File: src/rtl/countdown_timer_clock_pkg.sv
// Shared state encodings, BCD limits and BCD/binary helpers for the countdown clock.
// Pure package: no logic, no latency, no flow control.
package countdown_timer_clock_pkg;

   typedef enum logic [1:0] {
      ST_IDLE    = 2'd0,
      ST_RUN     = 2'd1,
      ST_EXPIRED = 2'd2
   } state_t;

   localparam logic [3:0] BCD_MAX      = 4'd9;
   localparam logic [3:0] SEC_TENS_MAX = 4'd5;

   typedef struct packed {
      logic [3:0] min_tens;
      logic [3:0] min_units;
      logic [3:0] sec_tens;
      logic [3:0] sec_units;
   } bcd_time_t;

   function automatic logic [3:0] clamp_digit(input logic [3:0] d, input logic [3:0] max);
      return (d > max) ? max : d;
   endfunction

   function automatic logic [6:0] bcd2bin(input logic [3:0] tens, input logic [3:0] units);
      return ({3'b000, tens} * 7'd10) + {3'b000, units};
   endfunction

   // Repeated subtraction keeps the conversion free of a divider for values up to 99.
   function automatic logic [7:0] bin2bcd(input logic [6:0] v);
      logic [3:0] t;
      logic [6:0] r;
      t = 4'd0;
      r = v;
      for (int i = 0; i < 9; i++) begin
         if (r >= 7'd10) begin
            r = r - 7'd10;
            t = t + 4'd1;
         end
      end
      return {t, 4'(r)};
   endfunction

endpackage

File: src/rtl/countdown_timer_clock_digit.sv
// One BCD down-counting digit: load or decrement with wrap to WRAP and borrow-out.
// Registered value, 1-cycle latency; borrow is combinational; no backpressure.
module bcd_down_digit
   import countdown_timer_clock_pkg::*;
#(
   parameter logic [3:0] WRAP = BCD_MAX
) (
   input  logic       clk,
   input  logic       rst_n,
   input  logic       load,
   input  logic [3:0] load_val,
   input  logic       dec,
   output logic [3:0] value,
   output logic       borrow
);

   assign borrow = dec && (value == 4'd0);

   always_ff @(posedge clk or negedge rst_n) begin
      if (!rst_n) begin
         value <= 4'd0;
      end else if (load) begin
         value <= load_val;
      end else if (dec) begin
         value <= (value == 4'd0) ? WRAP : value - 4'd1;
      end
   end

endmodule

File: src/rtl/countdown_timer_clock.sv
// Per-player MM:SS BCD countdown clock with Fischer increment and sticky timeout.
// All outputs registered, 1-cycle latency; no backpressure (strobes always accepted).
module countdown_timer_clock
   import countdown_timer_clock_pkg::*;
#(
   parameter int INC_SEC = 0,
   parameter int MAX_MIN = 99
) (
   input  logic       CLK,
   input  logic       CLR,
   input  logic       CE,
   input  logic       IMPULSE,
   input  logic       LOAD,
   input  logic       ADD_INC,
   input  logic [3:0] pre_min_tens,
   input  logic [3:0] pre_min_units,
   input  logic [3:0] pre_sec_tens,
   input  logic [3:0] pre_sec_units,
   output logic [3:0] min_tens,
   output logic [3:0] min_units,
   output logic [3:0] sec_tens,
   output logic [3:0] sec_units,
   output logic       RUNNING,
   output logic       TIMEOUT
);

   localparam logic [6:0] INC_BIN = 7'(INC_SEC);
   localparam logic [6:0] MAX_BIN = 7'(MAX_MIN);

   state_t     state_q, state_d;
   logic       timeout_q, timeout_d;
   logic       dig_load, tick, expire;
   logic       b_su, b_st, b_mu, b_mt;
   logic [3:0] v_mt, v_mu, v_st, v_su;
   bcd_time_t  cur, preset, inc_val, load_val, sat_val;
   logic [6:0] sec_sum, min_sum;
   logic [7:0] sat_min_bcd, sec_bcd, min_bcd;

   assign cur         = '{min_tens: v_mt, min_units: v_mu, sec_tens: v_st, sec_units: v_su};
   assign sat_min_bcd = bin2bcd(MAX_BIN);
   assign sat_val     = '{min_tens: sat_min_bcd[7:4], min_units: sat_min_bcd[3:0],
                          sec_tens: SEC_TENS_MAX, sec_units: BCD_MAX};

   always_comb begin
      preset.min_tens  = clamp_digit(pre_min_tens, BCD_MAX);
      preset.min_units = clamp_digit(pre_min_units, BCD_MAX);
      preset.sec_tens  = clamp_digit(pre_sec_tens, SEC_TENS_MAX);
      preset.sec_units = clamp_digit(pre_sec_units, BCD_MAX);
      if (bcd2bin(preset.min_tens, preset.min_units) > MAX_BIN) begin
         preset = sat_val;
      end
   end

   // Seconds carry into minutes; minutes beyond the ceiling pin the whole value to MAX:59.
   always_comb begin
      sec_sum = bcd2bin(cur.sec_tens, cur.sec_units) + INC_BIN;
      min_sum = bcd2bin(cur.min_tens, cur.min_units);
      if (sec_sum >= 7'd60) begin
         sec_sum = sec_sum - 7'd60;
         min_sum = min_sum + 7'd1;
      end
      sec_bcd = bin2bcd(sec_sum);
      min_bcd = bin2bcd(min_sum);
      if (min_sum > MAX_BIN) begin
         inc_val = sat_val;
      end else begin
         inc_val = '{min_tens: min_bcd[7:4], min_units: min_bcd[3:0],
                     sec_tens: sec_bcd[7:4], sec_units: sec_bcd[3:0]};
      end
   end

   // A tick at 00:01 lands on 00:00; a borrow out of the top digit would mean underflow.
   assign expire = tick && ((cur == 16'h0001) || b_mt);

   always_comb begin
      state_d   = state_q;
      timeout_d = timeout_q;
      dig_load  = 1'b0;
      load_val  = preset;
      tick      = 1'b0;
      if (LOAD) begin
         dig_load  = 1'b1;
         state_d   = ST_IDLE;
         timeout_d = 1'b0;
      end else begin
         case (state_q)
            ST_IDLE: begin
               if (ADD_INC) begin
                  dig_load = 1'b1;
                  load_val = inc_val;
               end
               if (CE && (cur != 16'h0000)) begin
                  state_d = ST_RUN;
               end
            end
            ST_RUN: begin
               if (ADD_INC) begin
                  dig_load = 1'b1;
                  load_val = inc_val;
               end else if (CE && IMPULSE) begin
                  tick = 1'b1;
               end
               if (!CE) begin
                  state_d = ST_IDLE;
               end else if (expire) begin
                  state_d   = ST_EXPIRED;
                  timeout_d = 1'b1;
               end
            end
            default: ;
         endcase
      end
   end

   always_ff @(posedge CLK or negedge CLR) begin
      if (!CLR) begin
         state_q   <= ST_IDLE;
         timeout_q <= 1'b0;
      end else begin
         state_q   <= state_d;
         timeout_q <= timeout_d;
      end
   end

   bcd_down_digit #(.WRAP(BCD_MAX)) u_sec_units (
      .clk(CLK), .rst_n(CLR), .load(dig_load), .load_val(load_val.sec_units),
      .dec(tick), .value(v_su), .borrow(b_su)
   );

   bcd_down_digit #(.WRAP(SEC_TENS_MAX)) u_sec_tens (
      .clk(CLK), .rst_n(CLR), .load(dig_load), .load_val(load_val.sec_tens),
      .dec(b_su), .value(v_st), .borrow(b_st)
   );

   bcd_down_digit #(.WRAP(BCD_MAX)) u_min_units (
      .clk(CLK), .rst_n(CLR), .load(dig_load), .load_val(load_val.min_units),
      .dec(b_st), .value(v_mu), .borrow(b_mu)
   );

   bcd_down_digit #(.WRAP(BCD_MAX)) u_min_tens (
      .clk(CLK), .rst_n(CLR), .load(dig_load), .load_val(load_val.min_tens),
      .dec(b_mu), .value(v_mt), .borrow(b_mt)
   );

   assign min_tens  = v_mt;
   assign min_units = v_mu;
   assign sec_tens  = v_st;
   assign sec_units = v_su;
   assign RUNNING   = (state_q == ST_RUN);
   assign TIMEOUT   = timeout_q;

endmodule

File: config.mk
export PLATFORM = sky130hd
export DESIGN_NAME = countdown_timer_clock
export DESIGN_NICKNAME = d
export VERILOG_FILES = /design/src/rtl/countdown_timer_clock_pkg.sv /design/src/rtl/countdown_timer_clock_digit.sv /design/src/rtl/countdown_timer_clock.sv
export SDC_FILE = /design/constraint.sdc
export NUM_CORES = 1
export LEC_CHECK = 0
export ABC_CLOCK_PERIOD_IN_PS = 43000
export CORE_ASPECT_RATIO = 2
export CORE_MARGIN = 5
export CORE_UTILIZATION = 55
export CTS_CLUSTER_DIAMETER = 50
export DETAILED_ROUTE_END_ITERATION = 10
export PLACE_DENSITY_LB_ADDON = 0.12
export SLEW_MARGIN = 20
export SYNTH_ARGS = -nofsm -noshare
export SYNTH_HDL_FRONTEND = slang
export SYNTH_HIERARCHICAL = 1
export SYNTH_SLANG_ARGS = --single-unit
File: constraint.sdc
create_clock -name CLK -period 43 [get_ports CLK]
set_input_delay 4.3 -clock CLK [delete_from_list [all_inputs] [get_ports CLK]]
set_output_delay 4.3 -clock CLK [all_outputs]
set_load 0.05 [all_outputs]
Yosys cells after proc, flatten, opt, wreduce, memory -nomap -nowiden
Index checks and enable logic that the tools add are counted.
{ "classes": {"addsub": 43, "mul": 3, "order_cmp": 25, "n_eq_ne": 4, "mux": 75, "reduce_logical": 25} }
{ "op_table": {"columns": ["op", "n"], "rows": [
  ["$mux W4", 34],
  ["$ge A7 B4 Y1 const B", 18],
  ["$mux W7", 18],
  ["$sub A7 B4 Y7 const B", 16],
  ["$mux W16", 5],
  ["$add A4 B1 Y4 const B", 16],
  ["$add A7 B4 Y7", 3],
  ["$mul A4 B3 Y6 const B", 3],
  ["$eq A16 B1 Y1 const B", 1],
  ["$logic_not A4 Y1", 4],
  ["$reduce_bool A16 Y1", 1],
  ["$sub A4 B1 Y4 const B", 4],
  ["$gt A7 B7 Y1 const B", 2],
  ["$reduce_bool A2 Y1", 7],
  ["$mux W1", 13],
  ["$gt A4 B4 Y1 const B", 3],
  ["$mux W2", 4],
  ["$sub A4 B4 Y4 const B", 2],
  ["$add A7 B1 Y7 const B", 1],
  ["$ge A7 B6 Y1 const B", 1],
  ["$logic_and A1 B1 Y1", 7],
  ["$sub A7 B6 Y7 const B", 1],
  ["$reduce_and A3 Y1", 2],
  ["$gt A4 B3 Y1 const B", 1],
  ["other kinds (8)", 8]
]} }
{ "totals": {"register_bits": 19, "in_bits": 22} }

Longest topological paths before layout
Gate-level depths: netlist of run 1.
{ "logic_depth": {"depth_word": 27, "ltp_mapped": 74, "mapped_depth_nobuf": 73} }

Modules after synthesis
The synthesis of run 1 kept the hierarchy.
{ "by_module_without_submodules": {"columns": ["mod", "instances", "cells_each", "area_per_inst_um2", "seq_area_each_um2"], "rows": [
  ["countdown_timer_clock", 1, 1001, 7298.2, 75.1],
  ["bcd_down_digit (u_min_tens ...)", 3, 22, 231.5, 100.1],
  ["bcd_down_digit (u_sec_tens)", 1, 21, 201.4, 100.1]
]} }

Least setup slack after synthesis of run 1
No wires, ideal clock.
{ "synth_path": {"path_type": "register to register", "from": "reg u_sec_tens.value[3]", "to": "reg u_sec_tens.value[3]", "setup_time_ns": 0.147, "arrival_ns": 14.041, "required_time_ns": 42.853, "slack_ns": 28.813, "stages_incl_launch_ff": 71, "path_buffers": 1, "cell_sequence": "dfrtp_1 ha_1 ha_1 fa_1 xnor2_4 a211oi_1 a31oi_2 nand2_2 a211o_1 a21oi_2 nand2_1 inv_2 nor2_1 xnor2_1 inv_1 ha_1 nor2b_1 o21ai_1 (+35 left out) nand3b_1 o211ai_1 nor2_4 mux2_2 inv_1 ha_1 nor2b_1 or2_0 o22ai_2 mux2i_1 ha_1 nor2b_1 a311oi_4 o2bb2ai_1 xnor2_1 nor2_1 nand2_1 o21ai_1"} }
{ "synth_lines": {"columns": ["element", "line_no", "source"], "rows": [
  ["from (decl)", "countdown_timer_clock_digit.sv:13", "output logic [3:0] value,"],
  ["from (signal assigned)", "countdown_timer_clock_digit.sv:23", "value <= load_val;"],
  ["from (signal assigned)", "countdown_timer_clock_digit.sv:25", "value <= (value == 4'd0) ? WRAP : value - 4'd1;"]
]} }

==> results of run 1 <==
state kept, by name, indices dropped and copies added (netlist names):
name,flops
u_sec_tens/value,4
TIMEOUT,1
u_min_tens/value,4
u_sec_units/value,4
u_min_units/value,4
state_q,2
cell type report:
| type | instances | share of cell area |
|---|---|---|
| Sequential cell | 19 | 0.0539 |
| Clock buffer | 4 | 0.00893 |
| Tap cell | 195 | 0.0276 |
| Multi-Input combinational cell | 998 | 0.842 |
| Inverter | 48 | 0.0204 |
| Timing Repair Buffer | 42 | 0.0468 |
synth_stat cells (7+ instances only):
cell and number:
a211oi_1 16, a21o_1 18, a21oi_1 63, a31oi_1 13
and2_1 15, and3_1 14, buf_2 8, clkbuf_1 14
dfrtp_1 19, ha_1 53, inv_1 44, mux2_2 23
mux2i_1 21, nand2_1 94, nand2b_1 15, nand3_1 41
nand3b_1 8, nand4_1 15, nor2_1 92, nor2b_1 25
nor3_1 35, nor3b_1 9, nor4_1 7, o211ai_1 21
o21a_1 12, o21ai_0 46, o21ai_1 24, o22ai_1 7
o31ai_1 10, or2_2 9, xnor2_1 61, xor2_1 12
worst max-delay path: cells and delay by family (launching register included):
| kind | cells | cell delay [ns] |
|---|---|---|
| buf+inv | 9 | 0.94 |
| mux | 3 | 0.98 |
| compound gates | 16 | 4.66 |
| fa+ha+maj | 11 | 2.57 |
| simple gates | 24 | 4.63 |
| flops | 1 | 0.48 |
| xor+xnor | 6 | 1.70 |
placed cells by master, fill, tap and decap left out, drive strengths merged, types with 25 or more instances in the layout:
cell type	count
o21ai	76
mux2	25
a21oi	68
nor3	38
clkdlybuf4s50	39
nand2	98
nand3	44
nor2	97
nor2b	25
inv	48
ha	53
xnor2	66
cell families (layout without fill, tap and decap cells):
| group | count (synthesis) | in the layout | share of synthesized area |
|---|---|---|---|
| mux | 48 | 48 | 0.0649 |
| buf+inv | 71 | 94 | 0.0347 |
| xor+xnor | 80 | 80 | 0.0942 |
| compound gates | 374 | 374 | 0.352 |
| flops | 19 | 19 | 0.0580 |
| fa+ha+maj | 59 | 59 | 0.0956 |
| simple gates | 437 | 437 | 0.300 |
routing by layer:
layer	vias to the layer above	wire, um	global-route usage
li1	4232	-	-
met1	4161	8460	0.262
met2	289	14400	0.576
met3	142	900	0.0413
met4	0	2040	0.208
met5	-	0	0
path summary, 6_finish.rpt:
check / from / endpoint / slack, ns
worst max register to register: u_sec_units/value[1]$_DFFE_PN0P_ / u_sec_tens/value[3]$_DFFE_PN0P_ / 26.86
worst min register to register: TIMEOUT$_DFFE_PN0P_ / TIMEOUT$_DFFE_PN0P_ / 0.53
min in group asynchronous: CLR / u_min_tens/value[0]$_DFFE_PN0P_ / 4.55
worst max-delay path: u_sec_units/value[1]$_DFFE_PN0P_ / u_sec_tens/value[3]$_DFFE_PN0P_ / 26.86
max in group asynchronous: CLR / u_min_units/value[1]$_DFFE_PN0P_ / 37.90
worst min-delay path: TIMEOUT$_DFFE_PN0P_ / TIMEOUT$_DFFE_PN0P_ / 0.53
through the flow:
step	area [um^2]	util
global placement	8750	0.593
CTS	8830	0.599
finish	8830	0.599
detailed placement	8750	0.593
global route	8830	0.599
floorplan	8190	-
==> impl_results.md, run 1 <==
* Sequential-to-total area share from yosys stat at 0.0580
* Die Area at 17600 um^2
* Half-perimeter wire length after placement at about 21000 um
* Initial antenna violation count at 0
* Final worst slack at 26.86 ns
* Post-synth EDFFs at 0
* H-tree levels at 1
* Clk_lat worst skew at 0.25 ns
* Setup Fix Bufs, Post-CTS at 0
* Cell variety after synth at around 130
* Die H at 183 um
* # IOs at 40
* Root buffer cell: clkbuf_16
* Kind of critical path: reg -> reg
* Diode count at 0
* Cts bufs inserted at 3
* Final Hold Fails at 0
* Die Wd at slightly below 100 um
* Hold path cells at 2
* Ys flop type: dfrtp_1
* Critical Path Max Stage Delay at 0.56 ns
* Synth Warn # at 6
* First-pass GRT wire length at 42600 um
* Post-Place Cells at 1302
* Register area at roughly 480 um^2
* Yosys top cell by area: ha_1
* Longest Clk Path Bufs at 2
* R2R cell count at 69
* CP dominant cell by count: ha_1
* GRT overflow at 0
* Non-filler instance count after layout at 1306
* Synth async-reset ratio at 1.00
* Number of cell rows at 63
* Final Critical Period at 16.15 ns
* Unrepaired setup endpoints after global routing: false
* Fmax achieved at 61.9 MHz
* Remaining DRCs at 0
* Avg WL per Cell at roughly 20 um
* Final setup vio count at 0
* DRT iter0 DRCs at 359
* Synth area leaders: ha_1, xnor2_1, dfrtp_1, nand2_1, nor2_1
* Slew at the pin closest to its max-slew limit at 1.07 ns
* Core ar. at 14700 um^2
* Filler cells at 1456
* Total routed wirelength at 25800 um
* Final Cycle Share at 0.375
* WHS at ~0.53 ns
* Largest net degree at the start of global routing at 33
* Number of global-route vias before repair at 9067
* Initial Util at 0.556
* Mapped Avg Cell Area at 7.53 um^2
* Hold_buf cts at 0
* Drt pass-1 iters at 5
* Layout cell share with drive strength beyond 1 at 0.122
* Post-Syn Instances at 1088
* Status: complete, no violations
* Area occupied by multi-input gates at 7430 um^2
* Worst Hold Class: reg -> reg
* Slew Limit Fails at 0
* Element type at the critical path start: register
* Worst-path clk slew at 0.06 ns
* Synth Register Bits at 19
* Critical path endpoint category: register
* GPL Wtd Cong at 1.01
* Setup_tns at 0 ns
* Post-Syn Area at 8190 um^2
* Max_slew headroom at 0.285
* Yosys top cell area share at 0.0809
* Max Fanout on Critical Path at 15
* Antenna Nets Post-Route at 0
* Vias at 8824
* Post-CTS Resized at 0
* WP data arrival at 16.25 ns
* Buffers on Ports at 39
* Max Cap Viol at 0
* # nets final at 1193
* Crit-path slowest cell: nor3_4
* Worst EP required at ~43 ns
* Mapped Nets at 1169
* GR Util All Layers at 0.297
* CTS Sinks at 19
* Setup Slack @ Placement at 27.02 ns
* CTS tree: built
* Vias per inst at 6.76
* Area grow syn2layout at 7.71%
* Clock skew at 0.00501 ns
Power of run 1 is left out: the tool's default activity adds up to more than one toggle a clock period on the data nets, which glitch-free logic cannot reach.
==> run 2: changes to the inputs <==
Settings changed: ABC_CLOCK_PERIOD_IN_PS 43000 to 15750.
Clock period 43 ns to 15.75 ns, I/O delays scaled along.
==> impl_results.md, run 2 (same netlist as run 1, synthesis figures left out) <==
* Worst EP required at 15.84 ns
* Worst r2r dst: u_sec_units/value[2]$_DFFE_PN0P_
* CTS Sinks at 19
* Final Hold Fails at 0
* Setup Slack @ Placement at 0.425 ns
* Worst r2r src: u_sec_tens/value[2]$_DFFE_PN0P_
* WP data arrival at 14.83 ns
* Number of cell rows at 63
* Layout cell share with drive strength beyond 1 at 0.149
* Die H at 183 um
* Fmax achieved at 67.9 MHz
* Max Fanout on Critical Path at 9
* GR Util All Layers at 0.293
* Commonest non-fill, non-tap cell in the layout: nand2_1
* Critical path startpoint: u_sec_tens/value[2]$_DFFE_PN0P_
* Half-perimeter wire length after placement at 21200 um
* Area grow syn2layout at 11.4%
* Max Cap Viol at 0
* Setup crit end: u_sec_units/value[2]$_DFFE_PN0P_
* Max_slew headroom at 0.274
* Crit path depth at 69
* Vias at a little under 9000
* Crit-path slowest cell: dfrtp_1
* Commonest non-fill, non-tap cells in the layout: nand2_1, nor2_1, a21oi_1
* Status: complete, no violations
* Crit path buf inv count at 9
* Element type at the critical path start: register
* Critical Path Max Stage Delay at 0.52 ns
* Final Cycle Share at 0.935
* FF-to-FF setup slack at just over 1 ns
* Slew Limit Fails at 0
* Initial Util at 0.556
* First-pass GRT wire length at 42200 um
* Cts bufs inserted at 3
* Kind of critical path: reg -> reg
* Final worst slack at 1.02 ns
* # nets final at around 1200
* Avg WL per Cell at between 15 and 20 um
* GRT overflow at 0
* Critical path's top delay family: compound AO/OA/AOI/OAI gates
* GPL Wtd Cong at between 0.9 and 1
* Clk_lat worst skew at 0.25 ns
* Worst-path clk slew at about 0.050 ns
* WHS at 0.540 ns
* Drt pass-1 iters at 7
* Final setup vio count at 0
* Worst Hold Class: reg -> reg
* CP dominant cell by count: ha_1
* CTS tree: built
* Die Wd at 96.3 um
* Total routed wirelength at 26000 um
* Buffers on Ports at 39
* Antenna Nets Post-Route at 0
* Final Critical Period at 14.73 ns
* Number of global-route vias before repair at about 9000
* Hold_buf cts at 0
* Filler cells at 1397
* R2R cell count at approximately 70
* Longest Clk Path Bufs at 2
* Clock skew at 0.00116 ns
* Slew at the pin closest to its max-slew limit at about 1.1 ns
* Core ar. at 14700 um^2
* Vias per inst at 6.74
* Largest net degree at the start of global routing at 33
* Remaining DRCs at 0
* H-tree levels at 1
* # IOs at 40
* Critical path endpoint category: register
* Root buffer cell: clkbuf_16
* DRT iter0 DRCs at approximately 430
* Initial antenna violation count at 0
* Diode count at 0
* Die Area at 17600 um^2
==> run 2: final cells by class <==
| cell class | count | area, um^2 | area share |
|---|---|---|---|
| timing repair buffer | 62 | 563 | 0.0617 |
| tap | 195 | 244 | 0.0267 |
| multi-input combinational | 998 | 7590 | 0.831 |
| inverter | 48 | 180 | 0.0197 |
| sequential | 19 | 475 | 0.0521 |
| clock inverter | 1 | 5.00 | 0.000548 |
| clock buffer | 3 | 75.1 | 0.00822 |
==> run 2: worst register-to-register path: cells and delay by family (launching register included) <==
kind,cells,cell delay (ns)
AO/OA/AOI/OAI,20,5.30
AND/OR/NAND/NOR,24,3.83
adder cells (fa/ha/maj),10,2.23
buffers and inverters,9,1.06
multiplexers,3,0.96
XOR/XNOR,3,0.68
flip-flops,1,0.52
==> run 2: worst min-delay path by stage <==
stage | startpoint | endpoint | slack [ns] | depth (start not counted)
4_1_cts | TIMEOUT$_DFFE_PN0P_ | TIMEOUT$_DFFE_PN0P_ | 0.54 | 2
2_1_floorplan | state_q[0]$_DFFE_PN0P_ | state_q[0]$_DFFE_PN0P_ | 0.51 | 2
5_1_grt | TIMEOUT$_DFFE_PN0P_ | TIMEOUT$_DFFE_PN0P_ | 0.63 | 2
3_3_place_gp | TIMEOUT$_DFFE_PN0P_ | TIMEOUT$_DFFE_PN0P_ | 0.52 | 2
3_5_place_dp | TIMEOUT$_DFFE_PN0P_ | TIMEOUT$_DFFE_PN0P_ | 0.53 | 2
6_report | TIMEOUT$_DFFE_PN0P_ | TIMEOUT$_DFFE_PN0P_ | 0.54 | 2
==> run 2: through the flow <==
step	std cells	utilization	cell area (um^2)	setup TNS (ns)
after global placement	1312	0.599	8820	0
after floorplan	1088	-	8190	0
final	1326	0.619	9130	0
after global routing	1326	0.619	9130	-0.153
after CTS	1316	0.604	8900	0
after detailed placement	1312	0.599	8820	0
==> run 2: per-layer routing <==
metal  part of all wire  global-route usage  vias up
li1                   -                   -     4267
met1               0.33               0.263     4261
met2               0.56               0.585      271
met3              0.031              0.0272      139
met4              0.077               0.182        0
met5                  0                   0        -
==> run 2: timing repair <==
item                                    CTS  global route
setup buffers                             0            10
hold endpoints to repair                  0             0
endpoints found under the setup margin    0            13
resized for setup                         0            24
Power of run 2 is left out for the same reason.
==> run 3: changes to the inputs <==
Settings changed: CAP_MARGIN set to 20.
==> results of run 3 <==
Same layout as run 2: the final DEF is identical, and so are final timing and power.
Power of run 3 is left out for the same reason.
